## config.mk

```make
export PLATFORM = sky130hd
export DESIGN_NAME = atm_pin_auth
export DESIGN_NICKNAME = d
export VERILOG_FILES = /design/src/rtl/atm_pkg.sv /design/src/rtl/atm_lock_table.sv /design/src/rtl/atm_pin_auth.sv
export SDC_FILE = /design/constraint.sdc
export NUM_CORES = 1
export LEC_CHECK = 0
export ABC_AREA = 0
export CAP_MARGIN = 10
export CORE_MARGIN = 2
export CORE_UTILIZATION = 40
export DETAILED_ROUTE_END_ITERATION = 12
export GPL_ROUTABILITY_DRIVEN = 1
export SLEW_MARGIN = 20
export SYNTH_ARGS = -nofsm -noshare
export SYNTH_HDL_FRONTEND = slang
export SYNTH_SLANG_ARGS = --single-unit
```

## constraint.sdc

```tcl
create_clock -name clk -period 4.07 [get_ports clk]
set_input_delay 1.221 -clock clk [delete_from_list [all_inputs] [get_ports clk]]
set_output_delay 1.221 -clock clk [all_outputs]
set_load 0.05 [all_outputs]
```

## src/rtl/atm_pkg.sv

```systemverilog
// Shared constants and types for the ATM card/PIN authentication front end.
package atm_pkg;

    typedef logic [7:0] card_t;

    localparam logic [3:0] KEY_CLEAR  = 4'hA;
    localparam logic [3:0] KEY_ENTER  = 4'hB;
    localparam logic [3:0] KEY_CANCEL = 4'hC;

    typedef enum logic [1:0] {
        IDLE    = 2'd0,
        ENTRY   = 2'd1,
        CHECK   = 2'd2,
        GRANTED = 2'd3
    } state_e;

    function automatic logic is_digit(input logic [3:0] code);
        return code <= 4'd9;
    endfunction

endpackage

```

## src/rtl/atm_lock_table.sv

```systemverilog
// Small table of locked card numbers: first-free write, round-robin eviction when full.
module atm_lock_table
    import atm_pkg::*;
#(
    parameter int LOCK_SLOTS = 4
) (
    input  logic  clk,
    input  logic  rst_n,
    input  card_t lookup_card,
    output logic  hit,
    input  logic  wr_en,
    input  card_t wr_card
);

    localparam int PTRW = (LOCK_SLOTS > 1) ? $clog2(LOCK_SLOTS) : 1;

    card_t                 entry_q [LOCK_SLOTS];
    logic [LOCK_SLOTS-1:0] valid_q;
    logic [PTRW-1:0]       ptr_q;

    logic            wr_present;
    logic            free_found;
    logic [PTRW-1:0] free_idx;
    logic [PTRW-1:0] wr_slot;
    logic            do_wr;

    always_comb begin
        hit        = 1'b0;
        wr_present = 1'b0;
        free_found = 1'b0;
        free_idx   = '0;
        for (int i = 0; i < LOCK_SLOTS; i++) begin
            if (valid_q[i] && entry_q[i] == lookup_card) hit = 1'b1;
            if (valid_q[i] && entry_q[i] == wr_card)     wr_present = 1'b1;
            if (!valid_q[i] && !free_found) begin
                free_found = 1'b1;
                free_idx   = PTRW'(i);
            end
        end
    end

    assign wr_slot = free_found ? free_idx : ptr_q;
    assign do_wr   = wr_en && !wr_present;

    always_ff @(posedge clk or negedge rst_n) begin
        if (!rst_n) begin
            valid_q <= '0;
            ptr_q   <= '0;
        end else if (do_wr) begin
            valid_q[wr_slot] <= 1'b1;
            // The eviction pointer only moves when a full table is overwritten.
            if (!free_found) begin
                ptr_q <= (ptr_q == PTRW'(LOCK_SLOTS - 1)) ? '0 : ptr_q + PTRW'(1);
            end
        end
    end

    // NOTE: entry contents need no reset; an entry is meaningless until its valid bit is set.
    always_ff @(posedge clk) begin
        if (do_wr) entry_q[wr_slot] <= wr_card;
    end

endmodule

```

## src/rtl/atm_pin_auth.sv

```systemverilog
// Card insertion and PIN entry front end; hands authenticated sessions to the transaction FSM.
module atm_pin_auth
    import atm_pkg::*;
#(
    parameter int PIN_DIGITS = 4,
    parameter int MAX_TRIES  = 3,
    parameter int TIMEOUT    = 1000,
    parameter int LOCK_SLOTS = 4
) (
    input  logic                            clk,
    input  logic                            rst_n,
    input  logic                            card_valid,
    input  logic [7:0]                      card_no,
    input  logic                            key_valid,
    input  logic [3:0]                      key_code,
    input  logic [4*PIN_DIGITS-1:0]         ref_pin,
    input  logic                            session_end,
    output logic                            session_valid,
    output logic [7:0]                      session_card,
    output logic                            auth_ok,
    output logic                            auth_fail,
    output logic                            locked,
    output logic                            timeout,
    output logic [$clog2(PIN_DIGITS+1)-1:0] digit_count
);

    localparam int PW  = 4 * PIN_DIGITS;
    localparam int CW  = $clog2(PIN_DIGITS + 1);
    localparam int TRW = $clog2(MAX_TRIES + 1);
    localparam int TMW = $clog2(TIMEOUT + 1);

    state_e         state_q, state_d;
    card_t          card_q, card_d;
    logic [PW-1:0]  buf_q, buf_d;
    logic [CW-1:0]  count_q, count_d;
    logic [TRW-1:0] tries_q, tries_d;
    logic [TMW-1:0] timer_q, timer_d;
    logic           auth_ok_q, auth_ok_d;
    logic           auth_fail_q, auth_fail_d;
    logic           locked_q, locked_d;
    logic           timeout_q, timeout_d;

    logic card_in, lock_hit, lock_wr;
    logic buf_full, pin_match, last_try, timer_hit;

    assign card_in   = card_valid && (card_no != 8'd0);
    assign buf_full  = (count_q == CW'(PIN_DIGITS));
    assign pin_match = (buf_q == ref_pin);
    assign last_try  = (tries_q == TRW'(MAX_TRIES - 1));
    assign timer_hit = (timer_q == TMW'(TIMEOUT - 1));

    atm_lock_table #(
        .LOCK_SLOTS (LOCK_SLOTS)
    ) u_lock_table (
        .clk         (clk),
        .rst_n       (rst_n),
        .lookup_card (card_no),
        .hit         (lock_hit),
        .wr_en       (lock_wr),
        .wr_card     (card_q)
    );

    // NOTE: sequential state uses non-blocking assignments so every register samples pre-edge values.
    always_ff @(posedge clk or negedge rst_n) begin
        if (!rst_n) state_q <= IDLE;
        else        state_q <= state_d;
    end

    always_ff @(posedge clk or negedge rst_n) begin
        if (!rst_n) begin
            card_q      <= '0;
            buf_q       <= '0;
            count_q     <= '0;
            tries_q     <= '0;
            timer_q     <= '0;
            auth_ok_q   <= 1'b0;
            auth_fail_q <= 1'b0;
            locked_q    <= 1'b0;
            timeout_q   <= 1'b0;
        end else begin
            card_q      <= card_d;
            buf_q       <= buf_d;
            count_q     <= count_d;
            tries_q     <= tries_d;
            timer_q     <= timer_d;
            auth_ok_q   <= auth_ok_d;
            auth_fail_q <= auth_fail_d;
            locked_q    <= locked_d;
            timeout_q   <= timeout_d;
        end
    end

    // NOTE: every always_comb output gets a default first so no path can infer a latch.
    always_comb begin
        state_d = state_q;
        unique case (state_q)
            IDLE: begin
                if (card_in && !lock_hit) state_d = ENTRY;
            end
            ENTRY: begin
                if (key_valid) begin
                    if (key_code == KEY_CANCEL)                 state_d = IDLE;
                    else if (key_code == KEY_ENTER && buf_full) state_d = CHECK;
                end else if (timer_hit) begin
                    state_d = IDLE;
                end
            end
            CHECK: begin
                if (pin_match)     state_d = GRANTED;
                else if (last_try) state_d = IDLE;
                else               state_d = ENTRY;
            end
            GRANTED: begin
                if (session_end) state_d = IDLE;
            end
            default: state_d = IDLE;
        endcase
    end

    // Datapath next values and registered result pulses.
    always_comb begin
        card_d      = card_q;
        buf_d       = buf_q;
        count_d     = count_q;
        tries_d     = tries_q;
        timer_d     = timer_q;
        auth_ok_d   = 1'b0;
        auth_fail_d = 1'b0;
        locked_d    = 1'b0;
        timeout_d   = 1'b0;
        lock_wr     = 1'b0;

        unique case (state_q)
            IDLE: begin
                if (card_in) begin
                    if (lock_hit) begin
                        locked_d = 1'b1;
                    end else begin
                        card_d  = card_no;
                        buf_d   = '0;
                        count_d = '0;
                        tries_d = '0;
                        timer_d = '0;
                    end
                end
            end
            ENTRY: begin
                if (key_valid) begin
                    timer_d = '0;
                    if (is_digit(key_code)) begin
                        if (!buf_full) begin
                            buf_d   = (buf_q << 4) | PW'(key_code);
                            count_d = count_q + CW'(1);
                        end
                    end else if (key_code == KEY_CLEAR) begin
                        buf_d   = '0;
                        count_d = '0;
                    end else if (key_code == KEY_CANCEL) begin
                        card_d  = '0;
                        buf_d   = '0;
                        count_d = '0;
                        tries_d = '0;
                    end
                end else if (timer_hit) begin
                    timeout_d = 1'b1;
                    card_d    = '0;
                    buf_d     = '0;
                    count_d   = '0;
                    tries_d   = '0;
                    timer_d   = '0;
                end else begin
                    timer_d = timer_q + TMW'(1);
                end
            end
            CHECK: begin
                if (pin_match) begin
                    auth_ok_d = 1'b1;
                end else if (last_try) begin
                    lock_wr  = 1'b1;
                    locked_d = 1'b1;
                    card_d   = '0;
                    buf_d    = '0;
                    count_d  = '0;
                    tries_d  = '0;
                    timer_d  = '0;
                end else begin
                    auth_fail_d = 1'b1;
                    tries_d     = tries_q + TRW'(1);
                    buf_d       = '0;
                    count_d     = '0;
                    timer_d     = '0;
                end
            end
            GRANTED: begin
                if (session_end) begin
                    card_d  = '0;
                    buf_d   = '0;
                    count_d = '0;
                    tries_d = '0;
                end
            end
            default: ;
        endcase
    end

    always_comb begin
        session_valid = (state_q == GRANTED);
        session_card  = (state_q == IDLE) ? 8'd0 : card_q;
    end

    assign auth_ok     = auth_ok_q;
    assign auth_fail   = auth_fail_q;
    assign locked      = locked_q;
    assign timeout     = timeout_q;
    assign digit_count = count_q;

endmodule

```

==> results of run 1 <==
-- routing by layer --
metal | GRT usage [%] | vias to the layer above | share of wire [%]
met4 | 6.17 | 0 | 1.5
met5 | 0 | - | 0
met1 | 26.0 | 1555 | 48
met2 | 29.0 | 68 | 47
li1 | - | 1586 | -
met3 | 2.41 | 11 | 3.6
-- registers in the layout, summed over array words and instances (netlist names), 2 cells and up --
name and count:
u_lock_table.valid_q 4, timer_q 10, u_lock_table.ptr_q 2, tries_q 2
state_q 2, card_q 8, buf_q 16, u_lock_table.entry_q 32
digit_count 3
-- through the flow --
stage / worst slack (ns) / cell area, µm²
2_1_floorplan: 0.800 / 4590
3_3_place_gp: 0.123 / 5170
3_5_place_dp: 0.141 / 5170
4_1_cts: 0.481 / 5470
5_1_grt: 0.381 / 5470
6_report: 0.505 / 5470
-- Yosys cell counts (all sizes together) (2+ instances only) --
library cell	instances	share of area [%]
o21a	2	0.33
dfrtp	51	28
or3	2	0.27
nand2b	4	0.55
or2	2	0.27
and3	4	0.55
a21oi	16	1.7
nand4	11	1.5
a211o	2	0.38
nand3	10	1.1
ha	4	1.1
a211oi	2	0.44
nor2	21	1.7
buf	14	2.3
a31oi	9	1.2
xor2	39	7.4
xnor2	41	7.8
clkbuf	15	1.2
nor2b	2	0.27
mux2i	17	3.7
edfxtp	32	21
a41oi	2	0.55
mux2	12	2.9
nor4	13	1.8
inv	27	2.2
nor3	18	2.0
o31ai	3	0.49
nand2	32	2.6
o21bai	3	0.49
o21ai	6	0.65
-- report_power, final --
group	internal (W)	switching, W	leakage (nW)	total [W]
clock network	0.000473	0.000330	0.141	0.000803
logic	0.000427	0.000609	1.13	0.00104
registers	0.000982	0.000154	0.974	0.00114
-- critical path, stage by stage --
cell and delay [ns]:
clkdlybuf4s50_1 0.68, xnor2_1 0.18, nand4_1 0.16, nor3_1 0.06, or4_1 0.70, a211o_1 0.57
mux2i_1 0.20
-- path summary, 6_finish.rpt --
check,cells past startpoint,to,start
max in group asynchronous,2,card_q[5],rst_n
min reg2reg,1,timer_q[8],timer_q[8]
max reg2reg,6,card_q[3],u_lock_table.entry_q[1][5]
min in group asynchronous,1,timer_q[1],rst_n
max,7,card_q[3],card_no[5]
min,1,timer_q[8],timer_q[8]
-- kinds of logic after synthesis --
family,Yosys count,synth area share [%]
xor gates and xnor gates,80,15.3
AOI/OAI and AO/OA,53,8.16
adders and majority gates,4,1.09
muxes,29,6.66
and+or+nand+nor,128,14.3
buffers and inverters,56,5.78
DFF,83,48.8
-- cell type report --
type                       count  area [µm²]  area share (%)
clock buffer                   9         225            4.12
clock inverter                 7        67.6            1.24
inverter                      27         101            1.85
multi-input combinational    294        2080            38.1
sequential                    83        2240            40.9
tap                          143         179            3.27
timing repair buffer          59         571            10.4
==> results.json, run 1 <==
{
  "dieArea_mm2": 0.0123,
  "worst_setup_path_start_kind": "primary input",
  "drc": 0,
  "dp.cells": 606,
  "fp.dieW_um": 111,
  "post-cts-setup-buffers": 0,
  "rows": 39,
  "grt_pass1_vias": 3419,
  "layout.nets": 511,
  "wire_per_inst_um": 17.1,
  "syn_inst": 433,
  "final_cell_mix": "51 x dfrtp_1, 47 x clkdlybuf4s50_1, 41 x xnor2_1",
  "mostFrequentLayoutCell": "dfrtp_1",
  "wl_mm": 10.6,
  "cts.repair.resized": 0,
  "worstMarginPinSlew_ns": 0.692,
  "num_vias": 3220,
  "cts-root-buf": "clkbuf_16",
  "maxCapViolCount": 0,
  "maxSlewViolCount": 0,
  "diodes": 0,
  "grt_pass1_wl_mm": 17.9,
  "die_h_um": 111,
  "crit_required_ns": 4.27,
  "synth_edf_count": 32,
  "viasPerCell": 5.18,
  "max_freq_ghz": 0.281,
  "antenna_left": 0,
  "overflow": 0,
  "cts_tree": "done",
  "drt_pass1_iterations": 4,
  "fin_crit_sh_pct": 87.6,
  "clk_pin_slew_worst_paths_ns": 0.06,
  "drt-initial-drc-count": 161,
  "synth_warnings": 0,
  "grt_use_total_pct": 18.3,
  "layoutNonFillerInstCount": 622,
  "yosys_register_bits": 83,
  "skew_ns": 0.00621,
  "p_per_area_mw_per_mm2": 544,
  "rsz0062_at_grt": "no",
  "clk_path_buf_depth": 2,
  "hold_slack_ns": 0.485,
  "end_kind": "flip-flop",
  "final-hold-violation-count": 0,
  "p_leak_nw": 2.25,
  "cts_sinks": 83,
  "syn_to_final_growth_pct": 19.1,
  "hold_path.class": "reg -> reg",
  "n_fill_cell": 1053,
  "ys.flop_type": "dfrtp_1",
  "numCtsBuffers": 9,
  "outcome": "complete, no violations",
  "port_buffers": 48,
  "ios": 49,
  "async_reset_ff_share_pct": 61.4,
  "start_util_pct": 40.5,
  "drive_gt1_share_pct": 9.60,
  "finalSetupTns_ns": 0,
  "hpwl_mm": 7.74,
  "ctsHoldBuffers": 0,
  "r2r_slack_ns": 1.63,
  "place_congestion": 0.916,
  "post-route-util_pct": 48.3,
  "cp_max_fo": 8,
  "coreArea_mm2": 0.0113,
  "critical_path_arrival_ns": 3.76,
  "period_minus_slack_ns": 3.56,
  "clk_latency_ns": 0.34,
  "cts_max_level": 3,
  "synth_nets": 470,
  "finalSetupViolations": 0,
  "finalPower_w": 0.00297,
  "slew_headroom_pct": 53.9,
  "ir_drop_mv": 0.251,
  "syn-cell-area_mm2": 0.00459,
  "path_class": "in -> reg",
  "grt_max_degree": 31,
  "antenna_found_initial": 0,
  "syn_avg_cell_area_um2": 10.6,
  "synth_cell_types": 52,
  "yosysSeqAreaShare_pct": 48.8
}
Power figures use the tool's default switching activity.
==> inputs of run 2 (changes only) <==
CTS_CLUSTER_SIZE = 14   (was not set)
PLACE_DENSITY = 0.65   (was not set)
RECOVER_POWER = 100   (was not set)
==> results.json, run 2 (synthesis results as in run 1) <==
{
  "outcome": "finished with violations",
  "violations": "capacitance limit, slew limit",
  "overflow": 0,
  "grt_max_degree": 29,
  "finalSetupViolations": 0,
  "r2r_end": "u_lock_table.entry_q[0][7]",
  "rsz0062_at_grt": "no",
  "wl_mm": 10.1,
  "grt_pass1_wl_mm": 16.6,
  "ir_drop_mv": 0.236,
  "clk_latency_ns": 0.34,
  "grt_pass1_vias": 3259,
  "mostFrequentLayoutCell": "dfrtp_1",
  "clk_pin_slew_worst_paths_ns": 0.06,
  "layout.nets": 510,
  "cts_max_level": 3,
  "grt_use_total_pct": 16.9,
  "port_buffers": 48,
  "top_regs": "u_lock_table.entry_q (32), buf_q (16), timer_q (10)",
  "p_leak_nw": 2.29,
  "syn_to_final_growth_pct": 19.1,
  "fp.dieW_um": 111,
  "final-hold-violation-count": 0,
  "dieArea_mm2": 0.0123,
  "numCtsBuffers": 9,
  "finalSetupTns_ns": 0,
  "wire_per_inst_um": 16.3,
  "slew_headroom_pct": -0.935,
  "hold_path.class": "reg -> reg",
  "period_minus_slack_ns": 3.57,
  "die_h_um": 111,
  "hpwl_mm": 7.27,
  "maxSlewViolCount": 29,
  "worst_setup_path_start_kind": "primary input",
  "cts_tree": "done",
  "endpoint": "buf_q[4]",
  "crit_path_start": "card_no[0]",
  "hold_slack_ns": 0.482,
  "rows": 39,
  "p_per_area_mw_per_mm2": 549,
  "cts.repair.resized": 0,
  "antenna_left": 0,
  "max_freq_ghz": 0.280,
  "ctsHoldBuffers": 0,
  "drt-initial-drc-count": 149,
  "post-cts-setup-buffers": 0,
  "fin_crit_sh_pct": 87.8,
  "crit_required_ns": 4.29,
  "skew_ns": 0.00595,
  "end_kind": "flip-flop",
  "final_cell_mix": "51 x dfrtp_1, 41 x xnor2_1, 39 x xor2_1",
  "reg2reg_from": "card_q[4]",
  "cts_sinks": 83,
  "ios": 49,
  "viasPerCell": 5.28,
  "cts-root-buf": "clkbuf_16",
  "num_vias": 3277,
  "path_class": "in -> reg",
  "maxCapViolCount": 1,
  "diodes": 0,
  "critical_path_arrival_ns": 3.80,
  "antenna_found_initial": 0,
  "r2r_cells": 7,
  "largest-register": "u_lock_table.entry_q",
  "clk_path_buf_depth": 2,
  "drive_gt1_share_pct": 8.79,
  "largest_reg_flops": 32,
  "drc": 0,
  "start_util_pct": 40.5,
  "drt_pass1_iterations": 4,
  "cp_max_fo": 19,
  "r2r_slack_ns": 1.54,
  "place_congestion": 0.872,
  "coreArea_mm2": 0.0113,
  "worstMarginPinSlew_ns": 1.51
}
[run 2: cell type report]
class / instances / area (µm²)
Fill cell: 1028 / 5860
Sequential cell: 83 / 2240
Multi-Input combinational cell: 294 / 2070
Timing Repair Buffer: 58 / 554
Clock buffer: 11 / 264
Tap cell: 143 / 179
Inverter: 27 / 101
Clock inverter: 5 / 56.3
[run 2: per-stage QoR]
stage	cells	worst slack [ns]	util [%]	power (W)	cell area, µm²
6_report	621	0.497	48.3	0.00300	5460
5_1_grt	621	0.302	48.3	0.00315	5460
4_1_cts	621	0.604	48.5	0.00306	5490
3_5_place_dp	605	0.251	45.6	0.00219	5160
3_3_place_gp	605	0.262	45.6	0.00216	5160
2_1_floorplan	433	0.800	-	0.00190	4590
[run 2: per-layer routing]
| layer | global-route usage, % | up-vias | part of all wire [%] |
|---|---|---|---|
| met3 | 3.01 | 6 | 5.1 |
| met2 | 26.3 | 77 | 49 |
| met1 | 23.4 | 1611 | 45 |
| met5 | 0 | - | 0 |
| li1 | - | 1583 | - |
| met4 | 7.41 | 0 | 1.0 |
[run 2: power breakdown]
| part | leakage (nW) | switching (W) | internal, W |
|---|---|---|---|
| clock | 0.155 | 0.000334 | 0.000530 |
| combinational | 1.16 | 0.000606 | 0.000402 |
| sequential | 0.974 | 0.000146 | 0.000982 |
[run 2: worst min-delay path by stage]
stage | from | end | slack [ns] | depth (start not counted)
after global placement | timer_q[8] | timer_q[8] | 0.47 | 1
final | timer_q[8] | timer_q[8] | 0.48 | 1
after floorplan | timer_q[8] | timer_q[8] | 0.44 | 1
after global routing | timer_q[8] | timer_q[8] | 0.51 | 1
after detailed placement | timer_q[8] | timer_q[8] | 0.47 | 1
after CTS | timer_q[8] | timer_q[8] | 0.48 | 1
[run 2: worst max-delay path: stages]
cell           delay (ns)
dlygate4sd3_1        0.74
xnor2_1              0.12
nand4_1              0.12
nor4_1               0.05
or4_1                0.64
o22ai_1              0.32
buf_12               0.21
mux2_2               0.35
==> patch 1: new RTL, flow settings as in run 2 <==
Take the reset off `buf_q` and load it in a clocked block of its own.
--- a/src/rtl/atm_pin_auth.sv
+++ b/src/rtl/atm_pin_auth.sv
@@ -69,7 +69,6 @@
     always_ff @(posedge clk or negedge rst_n) begin
         if (!rst_n) begin
             card_q      <= '0;
-            buf_q       <= '0;
             count_q     <= '0;
             tries_q     <= '0;
             timer_q     <= '0;
@@ -79,7 +78,6 @@
             timeout_q   <= 1'b0;
         end else begin
             card_q      <= card_d;
-            buf_q       <= buf_d;
             count_q     <= count_d;
             tries_q     <= tries_d;
             timer_q     <= timer_d;
@@ -88,6 +86,10 @@
             locked_q    <= locked_d;
             timeout_q   <= timeout_d;
         end
+    end
+
+    always_ff @(posedge clk) begin
+        buf_q <= buf_d;
     end
 
     // NOTE: every always_comb output gets a default first so no path can infer a latch.
Formal check against the unedited RTL: same outputs for any inputs over 4 cycles, from zero or initial values and one cycle with rst_n low; that may be too few to reach the edited logic, so the function may still have changed.
==> patch 1 against run 2 <==
The run still ends with capacitance limit, slew limit left; power decreased by 0.41%; area after synthesis decreased by 5.0%; cell area is 6.0% lower; routed wire length fell by 5.7%; count of clock-buffer cells in the layout shrank 1; worst setup slack got worse by 0.16 ns; worst hold slack better by 0.018 ns; sequential cell count is the same; critical path type unchanged; critical endpoint is now buf_q[13].
==> patch 1: results (changes against run 2) <==
metric	value	unit	change
outcome	complete, but fails checks		
failing checks	capacitance limit, slew limit		
top cells by area, synth	edfxtp_1 (33%), dfrtp_1 (20%), xnor2_1 (9.0%)		
ys async rst share	42.2	%	-19 points
vias in the first global route	3081		-5.5%
Leakage	0.00196	µW	-14%
Wirelength per Cell	16.4	µm	+0.25%
fill count	1018		-0.97%
Synthesized Nets	422		-10%
Clock transition at path regs	0.09	ns	+0.03 ns
Max FO, Critical Path	10		-9
worst rel slew slack	-24.5	%	-24 points
nets	476		-6.7%
Yosys cell types	45		-13%
hpwl dp	7040	µm	-3.1%
pin count of the biggest net entering global routing	36		+24%
minimum clock period after layout	3.73	ns	+0.161 ns
worst reg2reg path depth	8		+1
total of max-cap violations	1		unchanged
Initial DRC Count	120		-19%
Critical Path End	buf_q[13]		
Crit Reg-Reg Startpoint	card_q[5]		
Yosys top cell by area	edfxtp_1		
global-route wire length before repair	15600	µm	-6.0%
Crit. Startpoint	card_no[2]		
RR Endpoint	u_lock_table.entry_q[2][4]		
Worst-Skew Late Latency	0.36	ns	+0.02 ns
synth cell count leaders	edfxtp_1 (48), xnor2_1 (45), dfrtp_1 (35), xor2_1 (35), nor2_1 (29)		
worst hold endpoint	timer_q[9]		
post-synthesis sequential area ratio	53.2	%	+4.4 points
clk_skew	0.0107	ns	+0.00475 ns
CTS Root Cell	clkbuf_8		
Syn Area/Cell	11.3	µm²	+6.8%
hold path startpoint	timer_q[9]		
Max VDD drop	0.285	mV	+21%
Total GRT Usage	17.5	%	+0.52 points
share of layout cells above drive strength 1	6.08	%	-2.7 points
reg2reg setup slack	1.43	ns	-0.11 ns
vias post-DR	3017		-7.9%
WHS	0.500	ns	+0.0181 ns
max-slew violation count	36		+24%
patch 1: cell count changes in the layout (fill, tap and decap cells not counted), sizes merged, moves of 15 or more:
cell / delta
and2: +17
dfrtp: -16
edfxtp: +16
inv: -22
mux2i: -16
nand2: -15
patch 1: cell families (layout without fill, tap and decap cells):
kind of cell / Yosys count / count (layout) / synth area share, %
AND/OR/NAND/NOR: 141 / 141 / 17.4
flip-flops: 83 / 83 / 53.2
XOR/XNOR: 80 / 80 / 16.1
AO/OA/AOI/OAI: 47 / 47 / 8.13
buffers and inverters: 26 / 85 / 3.07
adder cells (fa/ha/maj): 4 / 4 / 1.15
multiplexers: 4 / 4 / 1.01
patch 1: critical path: stages:
cell           delay [ns]
dlygate4sd3_1        0.77
xnor2_1              0.14
nand4_1              0.11
nor4_1               0.05
a31oi_1              0.36
a311oi_4             0.17
nor3_2               0.66
buf_4                0.32
patch 1: power breakdown:
part	total, µW	switching (µW)	internal, µW
logic	1100	680	424
registers	1340	199	1150
clock network	540	314	227
total	2990	1190	1800
patch 1: area by class of cell:
cell class                      count  area share [%]
Sequential cell                    83            45.1
Multi-Input combinational cell    276            37.0
Timing Repair Buffer               64            10.7
Tap cell                          140            3.41
Clock buffer                       10            2.48
Clock inverter                      6           0.950
Inverter                            5           0.365
patch 1: routing by layer:
layer / wire, µm / track usage, %
met4: 169 / 6.41
met2: 4650 / 28.8
met5: 0 / 0
met1: 4400 / 22.3
met3: 328 / 4.34
patch 1: stage by stage:
step	utilization [%]	instance area, µm²
after global placement	46.6	5010
after floorplan	-	4360
after CTS	48.3	5190
after detailed placement	46.6	5010
after global routing	47.8	5140
final	47.8	5140
==> patch 2: new RTL, config.mk and constraints of run 2 <==
Made on the original files. Set the parameter `MAX_TRIES` to 6 (it was 3).
--- a/src/rtl/atm_pin_auth.sv
+++ b/src/rtl/atm_pin_auth.sv
@@ -3,7 +3,7 @@
     import atm_pkg::*;
 #(
     parameter int PIN_DIGITS = 4,
-    parameter int MAX_TRIES  = 3,
+    parameter int MAX_TRIES  = 6,
     parameter int TIMEOUT    = 1000,
     parameter int LOCK_SLOTS = 4
 ) (
Formal check against the unedited RTL: same outputs for any inputs over 4 cycles, from zero or initial values and one cycle with rst_n low; that may be too few to reach the edited logic, so the function may still have changed.
==> patch 2 against run 2 <==
Sequential cell count increased by 1; area after synthesis fell by 0.33%; highest routed layer unchanged; power increased by 2.1%; synthesized cell count shrank 2.5%; worst setup slack got worse by 0.062 ns; routed wire length rose by 1.5%; cell count shrank 0.16%; register-to-register slack got worse by 0.09 ns; cell area is essentially flat.
==> patch 2: results (changes against run 2) <==
metric	value	unit	change
vias post-DR	3285		+0.24%
1st-pass router iterations	4		unchanged
Clock Tree Buf Depth	2		unchanged
biggest regs	u_lock_table.entry_q: 32 flops, buf_q: 16 flops, timer_q: 10 flops		
H-tree depth	3		unchanged
share of layout cells above drive strength 1	8.81	%	+0.018 points
Clock transition at path regs	0.06	ns	about the same
Worst-Skew Late Latency	0.34	ns	about the same
Tightest Hold Check Type	flip-flop to flip-flop		
vias in the first global route	3378		+3.7%
ys async rst share	61.9	%	+0.46 points
Syn Area/Cell	10.8	µm²	+2.3%
Post-CTS Repair Setup Buffers	0		unchanged
initial antenna violation count	0		unchanged
top cells by area, synth	dfrtp_1 (28%), edfxtp_1 (21%), xnor2_1 (11%)		
synth cell count leaders	xnor2_1 (55), dfrtp_1 (52), edfxtp_1 (32)		
outcome	finished clean		
Main synth FF type	dfrtp_1		
CTS Root Cell	clkbuf_16		
Comb group	1070	µW	+6%
Ant. Diodes	0		unchanged
Largest stage delay, worst path	0.68	ns	-0.06 ns
Post-synth EDFFs	32		unchanged
Synth warnings	0		unchanged
number of port buffers	48		unchanged
Initial DRC Count	170		+14%
fill count	1037		+0.88%
Sw Pwr	1160	µW	+6.8%
nets	509		-0.20%
setup TNS	0	ns	unchanged
Slowest cell on crit path	dlygate4sd3_1		
Leakage	0.00217	µW	-5.3%
clk_skew	0.00924	ns	+0.00328 ns
Post-Place Cells	604		-0.17%
Reg power frac	39.1	%	+1.5 points
critical path arrival	3.86	ns	+0.06 ns
post-synthesis sequential area ratio	49.5	%	+0.71 points
Max VDD drop	0.269	mV	+14%
Max FO, Critical Path	8		-11
RePlAce Congestion	0.921		+5.5%
Total GRT Usage	17.7	%	+0.77 points
Vias/cell	5.30		+0.41%
family with the most delay on the worst path	buffers and inverters		
pin count of the biggest net entering global routing	39		+34%
CTS buffer count	9		unchanged
Tightest Pin Transition	0.959	ns	-0.555 ns
Wirelength per Cell	16.6	µm	+1.7%
Post-CTS Resized	0		unchanged
Synthesized Nets	459		-2.3%
global-route wire length before repair	17300	µm	+4.2%
hpwl dp	7440	µm	+2.4%
Yosys cell types	47		-9.6%
[patch 2: per-stage QoR]
step	total power [µW]	area [µm²]	setup slack, ns	hold WS [ns]
final	3060	5470	0.435	0.516
after global routing	3240	5470	0.233	0.541
after CTS	3110	5510	0.500	0.515
after detailed placement	2320	5220	0.135	0.505
after floorplan	1960	4570	0.810	0.470
after global placement	2300	5220	0.178	0.489
[patch 2: kinds of logic after synthesis]
group / after synthesis / share of synthesized area [%]
AOI/OAI and AO/OA: 66 / 10.3
xor gates and xnor gates: 81 / 15.5
adders and majority gates: 4 / 1.09
buffers and inverters: 44 / 4.46
DFF: 84 / 49.5
muxes: 21 / 4.90
and+or+nand+nor: 122 / 14.2
[patch 2: worst paths after layout]
| path | start | endpoint | depth (start not counted) | slack (ns) |
|---|---|---|---|---|
| hold reg to reg | timer_q[0] | timer_q[0] | 1 | 0.52 |
| hold / removal | timer_q[0] | timer_q[0] | 1 | 0.52 |
| setup reg to reg | timer_q[0] | buf_q[13] | 8 | 1.45 |
| min in group asynchronous | rst_n | buf_q[11] | 1 | 0.97 |
| setup / recovery | card_no[5] | card_q[5] | 9 | 0.43 |
| max in group asynchronous | rst_n | card_q[5] | 2 | 1.64 |
[patch 2: cell type report]
cell class	instances	area share, %
inverters	20	1.37
repair buffers	63	10.3
well taps	143	3.27
multi-input cells	294	38.4
clock buffers	11	4.62
clock inverters	5	0.618
flip-flops and latches	84	41.4
[patch 2: routing by layer]
| metal | up-vias | global-route usage, % | share of wire (%) |
|---|---|---|---|
| met2 | 81 | 28.3 | 47 |
| met4 | 0 | 6.50 | 2.2 |
| li1 | 1595 | - | - |
| met5 | - | 0 | 0 |
| met3 | 21 | 3.34 | 3.9 |
| met1 | 1588 | 24.1 | 47 |
